==> src/rtl/alu_cmd_driver.sv <==
// Command/response sequencer in front of a registered, clock-gated ALU.
// Accepts one command at a time, pulses the ALU enable and returns y/zero on a valid/ready port.
module alu_cmd_driver #(
    parameter int FAST_ZERO = 0
) (
    input  logic       clk,
    input  logic       rst_n,
    input  logic       cmd_valid,
    output logic       cmd_ready,
    input  logic [2:0] cmd_op,
    input  logic [7:0] cmd_a,
    input  logic [7:0] cmd_b,
    output logic       rsp_valid,
    input  logic       rsp_ready,
    output logic [7:0] rsp_y,
    output logic       rsp_zero,
    output logic       alu_en,
    output logic [2:0] alu_op,
    output logic [7:0] alu_a,
    output logic [7:0] alu_b,
    input  logic [7:0] alu_y,
    input  logic       alu_zero,
    output logic       busy
);

    typedef enum logic [2:0] {
        IDLE    = 3'd0,
        ISSUE   = 3'd1,
        FLAG    = 3'd2,
        CAPTURE = 3'd3,
        RESP    = 3'd4
    } state_t;

    state_t state;
    state_t next_state;

    logic accept;
    logic capture;
    logic release_rsp;
    logic zero_src;

    // The ALU zero flag lags y by one enabled edge; in fast mode it is recomputed here instead.
    assign zero_src = (FAST_ZERO != 0) ? (alu_y == 8'h00) : alu_zero;

    always_comb begin
        next_state  = state;
        cmd_ready   = 1'b0;
        busy        = 1'b1;
        accept      = 1'b0;
        capture     = 1'b0;
        release_rsp = 1'b0;
        case (state)
            IDLE: begin
                cmd_ready = 1'b1;
                busy      = 1'b0;
                if (cmd_valid) begin
                    accept     = 1'b1;
                    next_state = ISSUE;
                end
            end
            ISSUE: begin
                next_state = (FAST_ZERO != 0) ? CAPTURE : FLAG;
            end
            FLAG: begin
                next_state = CAPTURE;
            end
            CAPTURE: begin
                capture    = 1'b1;
                next_state = RESP;
            end
            RESP: begin
                if (rsp_ready) begin
                    release_rsp = 1'b1;
                    next_state  = IDLE;
                end
            end
            default: begin
                next_state = IDLE;
            end
        endcase
    end

    always_ff @(posedge clk or negedge rst_n) begin
        if (!rst_n) begin
            state <= IDLE;
        end else begin
            state <= next_state;
        end
    end

    // Operands only move on the accept edge so the gated ALU inputs stay quiet otherwise.
    always_ff @(posedge clk or negedge rst_n) begin
        if (!rst_n) begin
            alu_op <= 3'b000;
            alu_a  <= 8'h00;
            alu_b  <= 8'h00;
        end else if (accept) begin
            alu_op <= cmd_op;
            alu_a  <= cmd_a;
            alu_b  <= cmd_b;
        end
    end

    always_ff @(posedge clk or negedge rst_n) begin
        if (!rst_n) begin
            alu_en <= 1'b0;
        end else begin
            alu_en <= (next_state == ISSUE) || (next_state == FLAG);
        end
    end

    always_ff @(posedge clk or negedge rst_n) begin
        if (!rst_n) begin
            rsp_valid <= 1'b0;
            rsp_y     <= 8'h00;
            rsp_zero  <= 1'b0;
        end else if (capture) begin
            rsp_valid <= 1'b1;
            rsp_y     <= alu_y;
            rsp_zero  <= zero_src;
        end else if (release_rsp) begin
            rsp_valid <= 1'b0;
        end
    end

endmodule

==> config.mk <==
export PLATFORM = sky130hd
export DESIGN_NAME = alu_cmd_driver
export DESIGN_NICKNAME = d
export VERILOG_FILES = /design/src/rtl/alu_cmd_driver.sv
export SDC_FILE = /design/constraint.sdc
export NUM_CORES = 1
export LEC_CHECK = 0
export ABC_AREA = 1
export BUFFER_PORTS_ARGS = -buffer_cell sky130_fd_sc_hd__buf_2
export CORE_MARGIN = 3
export CORE_UTILIZATION = 35
export CTS_CLUSTER_DIAMETER = 120
export CTS_CLUSTER_SIZE = 10
export DETAILED_ROUTE_END_ITERATION = 12
export GPL_TIMING_DRIVEN = 0
export MAX_ROUTING_LAYER = met4
export SYNTH_ARGS = -nofsm -noshare
export SYNTH_HDL_FRONTEND = slang
export SYNTH_SLANG_ARGS = --single-unit
export TNS_END_PERCENT = 5
==> constraint.sdc <==
create_clock -name clk -period 1.25 [get_ports clk]
set_input_delay 0.0625 -clock clk [delete_from_list [all_inputs] [get_ports clk]]
set_output_delay 0.0625 -clock clk [all_outputs]
set_load 0.01 [all_outputs]
* Word level (Yosys, flattened, before mapping) *
Index checks and enable logic that the tools add are counted.

word-level totals
  output and inout port bits = 32
  logic and storage cells = 29
  register bits after elaboration = 33
  bits of input ports = 32

cells by class
  reduce and logical (&&, ||, !) cells = 3
  eq/ne operators = 6
  muxes and demuxes = 12

operators with widths
  operator                                        count
  one-hot mux 3 bit (5 select lines)              1
  == test 3 x 2 -> 1 bit (second input constant)  3
  2-to-1 mux 1 bit                                9
  == test 3 x 1 -> 1 bit (second input constant)  2
  2-to-1 mux 3 bit                                2
  == test 3 bit (second input constant)           1
  zero test 3 bit                                 1
  nonzero test 2 bit                              1
  logical OR 1 bit                                1

* Longest topological paths before layout *
  depth in word-level cells = 4
  mapped depth = 5

* Worst setup path before layout *
Ideal clock, no wire load.

  kind = register to register
  start = register state[1]
  end = register alu_a[0]
  slack = 0.242 ns
  period minus slack after synthesis = 1.008 ns
  stages on the path, launching flop included = 6
  arrival = 0.891 ns
  path buffers = 1
  library setup time = 0.117 ns
  cell sequence = dfrtp_1 -> nor2_4 -> nand3_2 -> buf_6 -> nand2_1 -> nand2_1

between the ends
  word-level cells in the longest chain between the ends = 2

RTL lines
  what                    line  source
  from (decl)             34    state_t state;
  from (signal assigned)  87    state <= next_state;
  zero test 3 bit         52    case (state)
  2-to-1 mux 1 bit        52
  to (signal assigned)    99    alu_a <= cmd_a;
  to (decl)               19    output logic [7:0] alu_a,

No other way between the ends.
A chain may end at the register's enable or synchronous reset.

* Worst setup path after layout *
  start = register state[1]
  end = output cmd_ready

between the ends
  word-level cells in the longest chain between the ends = 2

RTL lines
  what              line  source
  zero test 3 bit   52
  2-to-1 mux 1 bit  52
  to (decl)         9     output logic cmd_ready,

No other way between the ends.

==> run summary <==
GPL Wtd Cong: 0.729
CTS Buf Count: 5
Total GRT Usage: 15.5%
Max Slew Vio Count: 0
Post-Syn Area: 0.00136 sq mm
Final hold violation count: 0
Worst Path Buf+Inv: 3
Final nets: 254
Die height: 68.3 microns
Share of layout cells above drive strength 1: 39.5%
Area of the core: 0.00372 sq mm
Drt via density: 4.49
Clock root cell: clkbuf_8
Post-synthesis cell count: 145
M2 GR Usage: 24.5%
Crit-path slowest cell: dfrtp_1
Routed vias: 1,216
Busiest grt layer: met2
Met1 Use GR: 17.7%
Avg Cell Area, Syn: 9.38 sq um
Biggest area consumer among synthesized cells: dfrtp_1
Syn_nets: 177
Worst IR Drop VDD: 0.848 mV
Rel. slew slack: 50.2%
Area Overhead vs Synth: 39.5%
Worst Path Required: 1.19 ns
Synth area leaders: dfrtp_1 (61%), nand2_1 (15%), nand4_1 (8.7%), o21ai_1 (3.3%), inv_1 (3.0%)
Min Clock Period, post-route: 1.19 ns
Critical Path Fanout Max: 4
Die X: 68.3 microns
I/O pin count: 64
Skew final: 0.00161 ns
CTS clock-pin slew for the worst setup and hold paths: 0.06 ns
Most used cell, CP: buf_6
Standard-cell rows: 22
Post-DRT Antenna Nets: 0
Initial DRC count: 70
Outcome: finished, final reports clean
CP endpoint kind: output pin
Yosys reg bits: 33
Final period utilization: 95.0%
Setup-failing EPs final: 0
Arrival @ worst endpoint: 1.13 ns
Die Area: 0.00467 sq mm
DP HPWL: 2230 microns
Vias in the first global route: 1,182
Most frequent cell after synthesis: nand2_1
TritonCTS clock tree: done
Initial Utilization: 36.6%
Highest Clock Rate: 842 MHz
Fraction of registers with async set/reset: 100%
Clk Latency, worst-skew pair: 0.28 ns
Buffer depth of the longest clock path: 2
Met3 usage: 3.94%
Sequential fraction of the synthesis area: 60.7%
Distinct cells, synth: 14
Ys Warns: 0
Setup CP Type: register to output pin
Port bufs: 63
Inserted Diodes: 0
Total gr overflow: 0
Post-DR wirelength/cell: 12.0 microns
Max_cap viols: 0
Lkg Pwr: 1.09 nW
Post-synth EDFFs: 0
H-tree levels: 2
First-pass GRT wire length: 5130 microns
Least-Margin Pin Slew: 0.747 ns
Residual DRC: 0
Crit path max-delay family: flip-flops
Synth Flop Type: dfrtp_1
RSZ-0062 raised after global routing: yes
Post-synth top area share: 60.7%
Drt pass-1 iters: 4
PwrDens: 2570 mW/mm^2
Min-Delay Path Class: input pin to register
Final core occ: 51.0%
Commonest cells post-synth: nand2_1 (55), dfrtp_1 (33), nand4_1 (19), inv_1 (11), o21ai_1 (9)
Largest net degree at the start of global routing: 34
Wirelength, routed: 3260 microns
Crit path largest cell delay: 0.41 ns
Startpoint Class: register
# clock sinks: 33
Worst path cell trace: nor2_4 -> buf_6 -> nand2_4 -> inv_2 -> buf_6
Dpl cells: 256
Initial antenna violation count: 0
Final std cells w/o fill: 271
-- stage by stage --
stage / worst slack [ns] / TNS, ns / total power [mW] / hold WS [ns] / cell area, sq um
4_1_cts: 0.000393 / 0 / 4.85 / 0.00180 / 1880
3_3_place_gp: 0.166 / 0 / 3.91 / 0.171 / 1740
5_1_grt: -0.00940 / -0.0145 / 5.31 / 0.00399 / 1900
2_1_floorplan: 0.242 / 0 / 3.12 / -0.233 / 1360
3_5_place_dp: 0.160 / 0 / 3.93 / 0.174 / 1740
6_report: 0.0619 / 0 / 4.88 / 0.00429 / 1900
-- area by class of cell --
type | count | area, sq um
Fill cell | 376 | 1820
Sequential cell | 33 | 826
Multi-Input combinational cell | 90 | 423
Timing Repair Buffer | 70 | 379
Buffer | 10 | 83.8
Clock buffer | 8 | 80.1
Tap cell | 48 | 60.1
Inverter | 12 | 45.0
-- routing by layer --
metal	wire, microns	part of all wire (%)
met1	1440	44
met5	0	0
met2	1550	47
met4	44	1.3
met3	233	7.1
-- state kept, by name, summed over array words and instances, names as in the netlist --
name and cells:
rsp_valid 1, rsp_y 8, alu_en 1, state 3, alu_b 8, rsp_zero 1
alu_a 8, alu_op 3
-- worst paths after layout --
path                                            from                   end  slack (ns)  depth (start not counted)
worst max-delay path              state[1]$_DFF_PN0_             cmd_ready        0.06                          5
max in group asynchronous                      rst_n  alu_a[7]$_DFFE_PN0P_        0.39                          2
worst min-delay path                        alu_y[4]  rsp_y[4]$_DFFE_PN0N_       0.004                          3
worst min register to register  alu_b[3]$_DFFE_PN0P_  alu_b[3]$_DFFE_PN0P_        0.47                          2
worst max register to register    state[1]$_DFF_PN0_  alu_a[4]$_DFFE_PN0P_        0.09                          6
min in group asynchronous                      rst_n  rsp_zero$_DFFE_PN0N_        0.39                          2
-- worst register-to-register path: stages, from the launching register on --
cell and delay, ns:
dfrtp_1 0.41, nor2_4 0.14, buf_4 0.14, nand3_2 0.09, buf_6 0.16, nand2_1 0.06
nand2_1 0.05
-- timing repair --
| action | in CTS | in global routing |
|---|---|---|
| hold endpoints to repair | 34 | 0 |
| cloned | 0 | 0 |
| setup buffers | 4 | 1 |
| endpoints found under the setup margin | 2 | 3 |
| hold buffers | 2 | 0 |
| pin swaps | 1 | 1 |
| gates resized for setup | 3 | 4 |
-- power by group --
group	switching [mW]	leakage, nW	internal [mW]	total (mW)
clock network	0.367	0.0395	0.395	0.762
registers	0.263	0.407	1.59	1.85
logic	1.27	0.642	1.00	2.27
-- layout by cell type (no fill, tap or decap) --
| master | n |
|---|---|
| buf_2 | 66 |
| nand2_1 | 54 |
| dfrtp_1 | 33 |
| nand4_1 | 19 |
| inv_1 | 10 |
| o21ai_1 | 9 |
| buf_6 | 6 |
| buf_4 | 6 |
| clkbuf_8 | 5 |
| nand3_1 | 3 |
| clkbuf_1 | 3 |
| inv_2 | 2 |
| dlygate4sd3_1 | 2 |
| nor2_4 | 1 |
| nand2_4 | 1 |
| nor2_1 | 1 |
| nand3_2 | 1 |
| o21ai_0 | 1 |
-- logic make-up (layout without fill, tap and decap cells) --
| family | after synthesis | after routing | share of synthesized area, % |
|---|---|---|---|
| compound gates | 10 | 10 | 3.68 |
| simple gates | 80 | 80 | 26.9 |
| buf+inv | 22 | 100 | 8.74 |
| flops | 33 | 33 | 60.7 |
Note: power is estimated with default switching activity, not from simulation.
